<file path="config.mk">
export PLATFORM = sky130hd
export DESIGN_NAME = dmem_ctrl
export DESIGN_NICKNAME = d
export VERILOG_FILES = /design/src/rtl/dmem_pkg.sv /design/src/rtl/dmem_array.sv /design/src/rtl/dmem_ctrl.sv
export SDC_FILE = /design/constraint.sdc
export NUM_CORES = 2
export LEC_CHECK = 0
export ABC_CLOCK_PERIOD_IN_PS = 4650
export BUFFER_PORTS_ARGS = -buffer_cell sky130_fd_sc_hd__buf_2
export CORE_AREA = 4 4 379 381
export CTS_CLUSTER_DIAMETER = 80
export CTS_CLUSTER_SIZE = 12
export DETAILED_ROUTE_END_ITERATION = 7
export DIE_AREA = 0 0 383 385
export HOLD_SLACK_MARGIN = 0.06
export PLACE_DENSITY_LB_ADDON = 0.25
export SETUP_SLACK_MARGIN = 0.5
export SYNTH_ARGS = -nofsm -noshare
export SYNTH_HDL_FRONTEND = slang
export SYNTH_HIERARCHICAL = 1
export SYNTH_SLANG_ARGS = --single-unit
</file>
<file path="constraint.sdc">
create_clock -name clk -period 4.65 [get_ports clk]
set_clock_uncertainty 0.1 [all_clocks]
set_input_delay 0.465 -clock clk [delete_from_list [all_inputs] [get_ports clk]]
set_output_delay 0.465 -clock clk [all_outputs]
set_load 0.005 [all_outputs]
</file>
<file path="src/rtl/dmem_pkg.sv">
// rtl/dmem_pkg.sv - shared types and constants for the data-memory controller
// Purpose: FSM state encoding, default geometry and wait-counter width.
// Ports: none (package).
package dmem_pkg;

    localparam int DEF_DATA_W      = 8;
    localparam int DEF_ADDR_W      = 8;
    localparam int DEF_DEPTH       = 256;
    localparam int DEF_WAIT_CYCLES = 1;
    localparam int CNT_W           = 4;

    typedef enum logic [1:0] {
        ST_IDLE = 2'd0,
        ST_WAIT = 2'd1,
        ST_RESP = 2'd2
    } state_t;

endpackage

</file>
<file path="src/rtl/dmem_array.sv">
// rtl/dmem_array.sv - single-port storage with synchronous write and combinational read
// Purpose: DATA_W x DEPTH word array; writes outside the array are suppressed.
// Ports:
//   clk       in   clock
//   we        in   write enable (ignored when addr is out of range)
//   addr      in   word address
//   wdata     in   write data
//   rdata     out  combinational read data (0 when out of range)
//   in_range  out  addr < DEPTH
module dmem_array
    import dmem_pkg::*;
#(
    parameter int DATA_W = DEF_DATA_W,
    parameter int ADDR_W = DEF_ADDR_W,
    parameter int DEPTH  = DEF_DEPTH
) (
    input  logic              clk,
    input  logic              we,
    input  logic [ADDR_W-1:0] addr,
    input  logic [DATA_W-1:0] wdata,
    output logic [DATA_W-1:0] rdata,
    output logic              in_range
);

    localparam int              IDX_W   = (DEPTH > 1) ? $clog2(DEPTH) : 1;
    // One extra bit so DEPTH == 2^ADDR_W is representable in the compare.
    localparam logic [ADDR_W:0] DEPTH_X = DEPTH[ADDR_W:0];

    logic [DATA_W-1:0] mem [DEPTH];
    logic [IDX_W-1:0]  idx;

    assign in_range = ({1'b0, addr} < DEPTH_X);
    assign idx      = addr[IDX_W-1:0];

    always_ff @(posedge clk) begin
        if (we && in_range) begin
            mem[idx] <= wdata;
        end
    end

    assign rdata = in_range ? mem[idx] : '0;

endmodule

</file>
<file path="src/rtl/dmem_ctrl.sv">
// rtl/dmem_ctrl.sv - valid/ready data-memory controller with wait states
// Purpose: accepts one LOAD/STORE at a time, inserts wait states, accesses the
//          array on the edge entering RESP and returns a one-cycle response.
// Ports:
//   clk, rst_n            clock, synchronous active-low reset
//   req_valid/req_ready   request handshake (ready only in IDLE, out of reset)
//   req_we                1 = store, 0 = load
//   req_addr, req_wdata   word address, store data
//   rsp_valid             one-cycle completion pulse
//   rsp_rdata             load data, or the written data for stores
//   rsp_err               address was >= DEPTH
module dmem_ctrl
    import dmem_pkg::*;
#(
    parameter int DATA_W      = DEF_DATA_W,
    parameter int ADDR_W      = DEF_ADDR_W,
    parameter int DEPTH       = DEF_DEPTH,
    parameter int WAIT_CYCLES = DEF_WAIT_CYCLES
) (
    input  logic              clk,
    input  logic              rst_n,
    input  logic              req_valid,
    output logic              req_ready,
    input  logic              req_we,
    input  logic [ADDR_W-1:0] req_addr,
    input  logic [DATA_W-1:0] req_wdata,
    output logic              rsp_valid,
    output logic [DATA_W-1:0] rsp_rdata,
    output logic              rsp_err
);

    // WAIT always spans WAIT_CYCLES+1 cycles, so the array access edge is
    // handshake + WAIT_CYCLES + 1 for every setting including zero.
    localparam logic [CNT_W-1:0] LAST_CNT = WAIT_CYCLES[CNT_W-1:0];

    state_t            state_q, state_d;
    logic [CNT_W-1:0]  cnt_q, cnt_d;
    logic              we_q, we_d;
    logic [ADDR_W-1:0] addr_q, addr_d;
    logic [DATA_W-1:0] wdata_q, wdata_d;
    logic [DATA_W-1:0] rdata_q, rdata_d;
    logic              err_q, err_d;

    logic              handshake;
    logic              enter_resp;
    logic              arr_we;
    logic              arr_in_range;
    logic [DATA_W-1:0] arr_rdata;

    assign req_ready  = rst_n && (state_q == ST_IDLE);
    assign handshake  = req_valid && req_ready;
    assign enter_resp = (state_q == ST_WAIT) && (cnt_q == LAST_CNT);
    // A reset landing on the would-be commit edge discards the store.
    assign arr_we     = enter_resp && we_q && rst_n;

    dmem_array #(
        .DATA_W (DATA_W),
        .ADDR_W (ADDR_W),
        .DEPTH  (DEPTH)
    ) u_array (
        .clk      (clk),
        .we       (arr_we),
        .addr     (addr_q),
        .wdata    (wdata_q),
        .rdata    (arr_rdata),
        .in_range (arr_in_range)
    );

    always_comb begin
        state_d = state_q;
        cnt_d   = cnt_q;
        we_d    = we_q;
        addr_d  = addr_q;
        wdata_d = wdata_q;
        rdata_d = rdata_q;
        err_d   = err_q;
        case (state_q)
            ST_IDLE: begin
                if (handshake) begin
                    state_d = ST_WAIT;
                    cnt_d   = '0;
                    we_d    = req_we;
                    addr_d  = req_addr;
                    wdata_d = req_wdata;
                end
            end
            ST_WAIT: begin
                if (enter_resp) begin
                    state_d = ST_RESP;
                    err_d   = !arr_in_range;
                    if (!arr_in_range) begin
                        rdata_d = '0;
                    end else if (we_q) begin
                        rdata_d = wdata_q;
                    end else begin
                        rdata_d = arr_rdata;
                    end
                end else begin
                    cnt_d = cnt_q + CNT_W'(1);
                end
            end
            ST_RESP: begin
                state_d = ST_IDLE;
            end
            default: begin
                state_d = ST_IDLE;
            end
        endcase
    end

    always_ff @(posedge clk) begin
        if (!rst_n) begin
            state_q <= ST_IDLE;
            cnt_q   <= '0;
            we_q    <= 1'b0;
            addr_q  <= '0;
            wdata_q <= '0;
            rdata_q <= '0;
            err_q   <= 1'b0;
        end else begin
            state_q <= state_d;
            cnt_q   <= cnt_d;
            we_q    <= we_d;
            addr_q  <= addr_d;
            wdata_q <= wdata_d;
            rdata_q <= rdata_d;
            err_q   <= err_d;
        end
    end

    assign rsp_valid = (state_q == ST_RESP);
    assign rsp_rdata = rdata_q;
    assign rsp_err   = err_q;

endmodule

</file>
==> summary.md <==
| Metric | Value |
|---|---|
| Status | `finished, final reports clean` |
| Reg2Reg Launch Point | `addr_q[1]$_SDFFE_PN0P_` |
| GRT overflow | `0` |
| Worst Max-Slew Pin Slew | `1290 ps` |
| Setup Viol. Count Final | `0` |
| Total Wirelength | `~190,000 um` |
| Iter 0 DRT Violations | `5,751` |
| CP Data Arrival Time | `4540 ps` |
| CTS H-tree lvls | `4` |
| Tightest Hold Check Type | `in -> reg` |
| Final net count | `3,959` |
| Slowest-stage cell, CP | `dfxtp_4` |
| Pre-CTS WS | `473 ps` |
| Mean post-synth cell area | `21.5 sq um` |
| Initial antenna violation count | `7` |
| Most frequent cells in the layout | `2,048 x edfxtp_1, 512 x mux4_2, 256 x a22oi_1, 233 x nor2_1, 207 x buf_4` |
| DIE AREA | `0.147 sq mm` |
| Number of flops mapped to enable cells by yosys | `2,048` |
| Max-slew headroom | `13.9%` |
| Post-synth top area cell | `edfxtp_1` |
| CP max stage delay | `790 ps` |
| Synthesized area | `between 0.07 and 0.08 sq mm` |
| FP Rows | `roughly 140` |
| Gate power share | `4.1%` |
| CP Launch Type | `flop` |
| CTS Buf Count | `192` |
| Top-area cell type share of the netlist area | `77.1%` |
| Most common cell after layout, fill and taps aside | `edfxtp_1` |
| Cells along the critical path | `buf_12, buf_4, mux4_2, a22oi_1, a21oi_1, o41ai_1, buf_4, nand4_1, mux2_2, nand4_1, o21ai_1` |
| Final Max Tran Viols | `0` |
| Largest net degree at the start of global routing | `133` |
| Die Y | `between 300 and 400 um` |
| MaxCap Viol Count | `0` |
| Clock Tree Buf Depth | `3` |
| Die W | `between 300 and 400 um` |
| Worst skew pair latency | `between 800 and 900 ps` |
| All-Layer GR Usage | `25.9%` |
| CTS tree | `yes` |
| Crit path capture type | `flop` |
| Layout cells sized above 1 | `25.7%` |
| Clock power share | `38.8%` |
| PortBufs | `30` |
| Pre-antenna DRT Iters | `6` |
| Routed Antenna Nets | `0` |
| Finished Cell Area | `0.0888 sq mm` |
| Lkg Pwr | `around 25 nW` |
| CP required | `5230 ps` |
| Clk slew on worst S/H paths | `about 60 ps` |
| Final worst-path cycle share | `85.3%` |
| Ports | `31` |
| #FFs+latches synth | `approximately 2,100` |
| Starting density of the core | `56.7%` |
| Min-Delay Startpoint | `req_wdata[7]` |
| Number of remaining DRC errors | `0` |
| Achievable frequency | `252 MHz` |
| IR drop worst, VDD | `383 uV` |
| Slack of the critical path | `slightly below 700 ps` |
| Switching Fraction | `20.7%` |
| Critical path class | `reg -> reg` |
| CP Launch Point | `addr_q[1]$_SDFFE_PN0P_` |
| CP Max Fanout | `32` |
| Vias | `39,200` |
| Internal | `0.0287 W` |
| Clock Root Buffer | `clkbuf_16` |
| Via/cell ratio | `~6.7` |
| Register share of total power | `57.1%` |
| RePlAce Congestion | `0.834` |
| Ys flop type | `edfxtp_1` |
| Power Density | `407 mW/mm^2` |
| Post-DP HPWL | `112,000 um` |
| Sequential fraction of the synthesis area | `between 70 and 80%` |
| Synth unique cells | `39` |
| Layout area overhead | `11.4%` |
| Sw Pwr | `0.00750 W` |
| Ys async rst share | `0%` |
| Routed wire per std cell | `roughly 32 um` |
| Top cells by area, synth | `edfxtp_1 77%, mux4_2 14%, a22oi_1 2.4%, nor2_1 1.1%, a21oi_1 0.91%` |
| # clock sinks | `2,080` |
| Sum Neg Setup Slack | `0 ps` |
| Mapped Cells | `3,702` |
| Final Hold Viols | `0` |
| Fin crit period | `3970 ps` |
| First-pass GRT wire length | `275,000 um` |
| Post-DP Area | `0.0833 sq mm` |
| Yosys warnings | `6` |
| Core area | `0.141 sq mm` |
| RSZ-0062 raised after global routing | `no` |
| Post-Syn Nets | `3,724` |
| Vias in the first global route | `39,500` |
## what timing repair did
item / in CTS / in global routing
endpoints found under the hold margin: 31 / 0
pin swaps: 0 / 0
setup endpoints to repair: 2 / 4
setup buffers: 0 / 1
gates resized for setup: 1 / 1
cloned: 0 / 0
hold buffers: 19 / 0
## state kept, by name, summed over array words and instances (netlist names)
register / cells
addr_q: 8
cnt_q: 4
rsp_err: 1
rsp_rdata: 8
state_q: 2
u_array/mem: 2048
wdata_q: 8
we_q: 1
## power groups by stage
stage / clock [W] / combinational [W] / sequential, W
floorplan: 0 / 0.000834 / 0.0211
finish: 0.0140 / 0.00148 / 0.0207
CTS: 0.0142 / 0.00147 / 0.0207
detailed placement: 0 / 0.00145 / 0.0211
global route: 0.0150 / 0.00156 / 0.0207
global placement: 0 / 0.00144 / 0.0211
## cells in the mapped netlist (all sizes together), types with 4 or more instances
library cell and n:
edfxtp 2048, mux4 512, a22oi 256, nor2 234, clkbuf 150, a21oi 145
buf 95, nand2 70, o41ai 34, dfxtp 32, nor3 32, nand3 16
nand4 16, o21ai 10, mux2 8, nand2b 8, nor2b 8, and2 5
inv 4
## path summary, 6_finish.rpt
kind	cells past startpoint	endpoint	slack [ps]
max	11	rsp_rdata[1]$_SDFFE_PN0P_	680
min	4	wdata_q[7]$_SDFFE_PN0P_	340
min reg2reg	2	rsp_rdata[4]$_SDFFE_PN0P_	350
max reg2reg	11	rsp_rdata[1]$_SDFFE_PN0P_	680
## kinds of logic (layout without fill, tap and decap cells)
family	Yosys count	in the layout	synth area share [%]
AND/OR/NAND/NOR	399	399	2.14
AO/OA/AOI/OAI	451	451	3.82
buffers and inverters	249	537	1.49
other	1	3	0.00470
multiplexers	520	520	14.6
flip-flops	2080	2080	77.9
adder cells (fa/ha/maj)	2	2	0.0314
## per-stage QoR
step                total power (W)  instances  hold slack, ps  utilization [%]
floorplan                    0.0219       3702             333                -
global placement             0.0225       5613             342             59.3
detailed placement           0.0225       5613             350             59.3
CTS                          0.0364       5879             282             63.2
global route                 0.0373       5880             318             63.2
finish                       0.0362       5882             343             63.2
## final cells by class
class                           count  area, sq um
Tap cell                         1890         2360
Inverter                            4         15.0
Clock inverter                     15          268
Sequential cell                  2080        62200
Antenna cell                        2         5.00
Timing Repair Buffer              286         2490
Fill cell                        9362        51700
Multi-Input combinational cell   1373        16500
Clock buffer                      232         5030
## per-layer routing
layer / wire [um] / vias to the layer above / GRT usage, % / share of wire (%)
met5: 0 / - / 0 / 0
met4: 6510 / 0 / 8.92 / 3.5
met3: 19400 / 340 / 5.40 / 10
met2: 90700 / 2216 / 40.2 / 48
met1: 71200 / 20700 / 37.3 / 38
li1: - / 16000 / - / -
## critical path: cells and delay by family (launching register included)
family / cells / cell delay [ps]
compound gates: 4 / 1330
buf+inv: 3 / 820
flops: 1 / 790
mux: 2 / 600
simple gates: 2 / 160
Power figures use the tool's default switching activity.
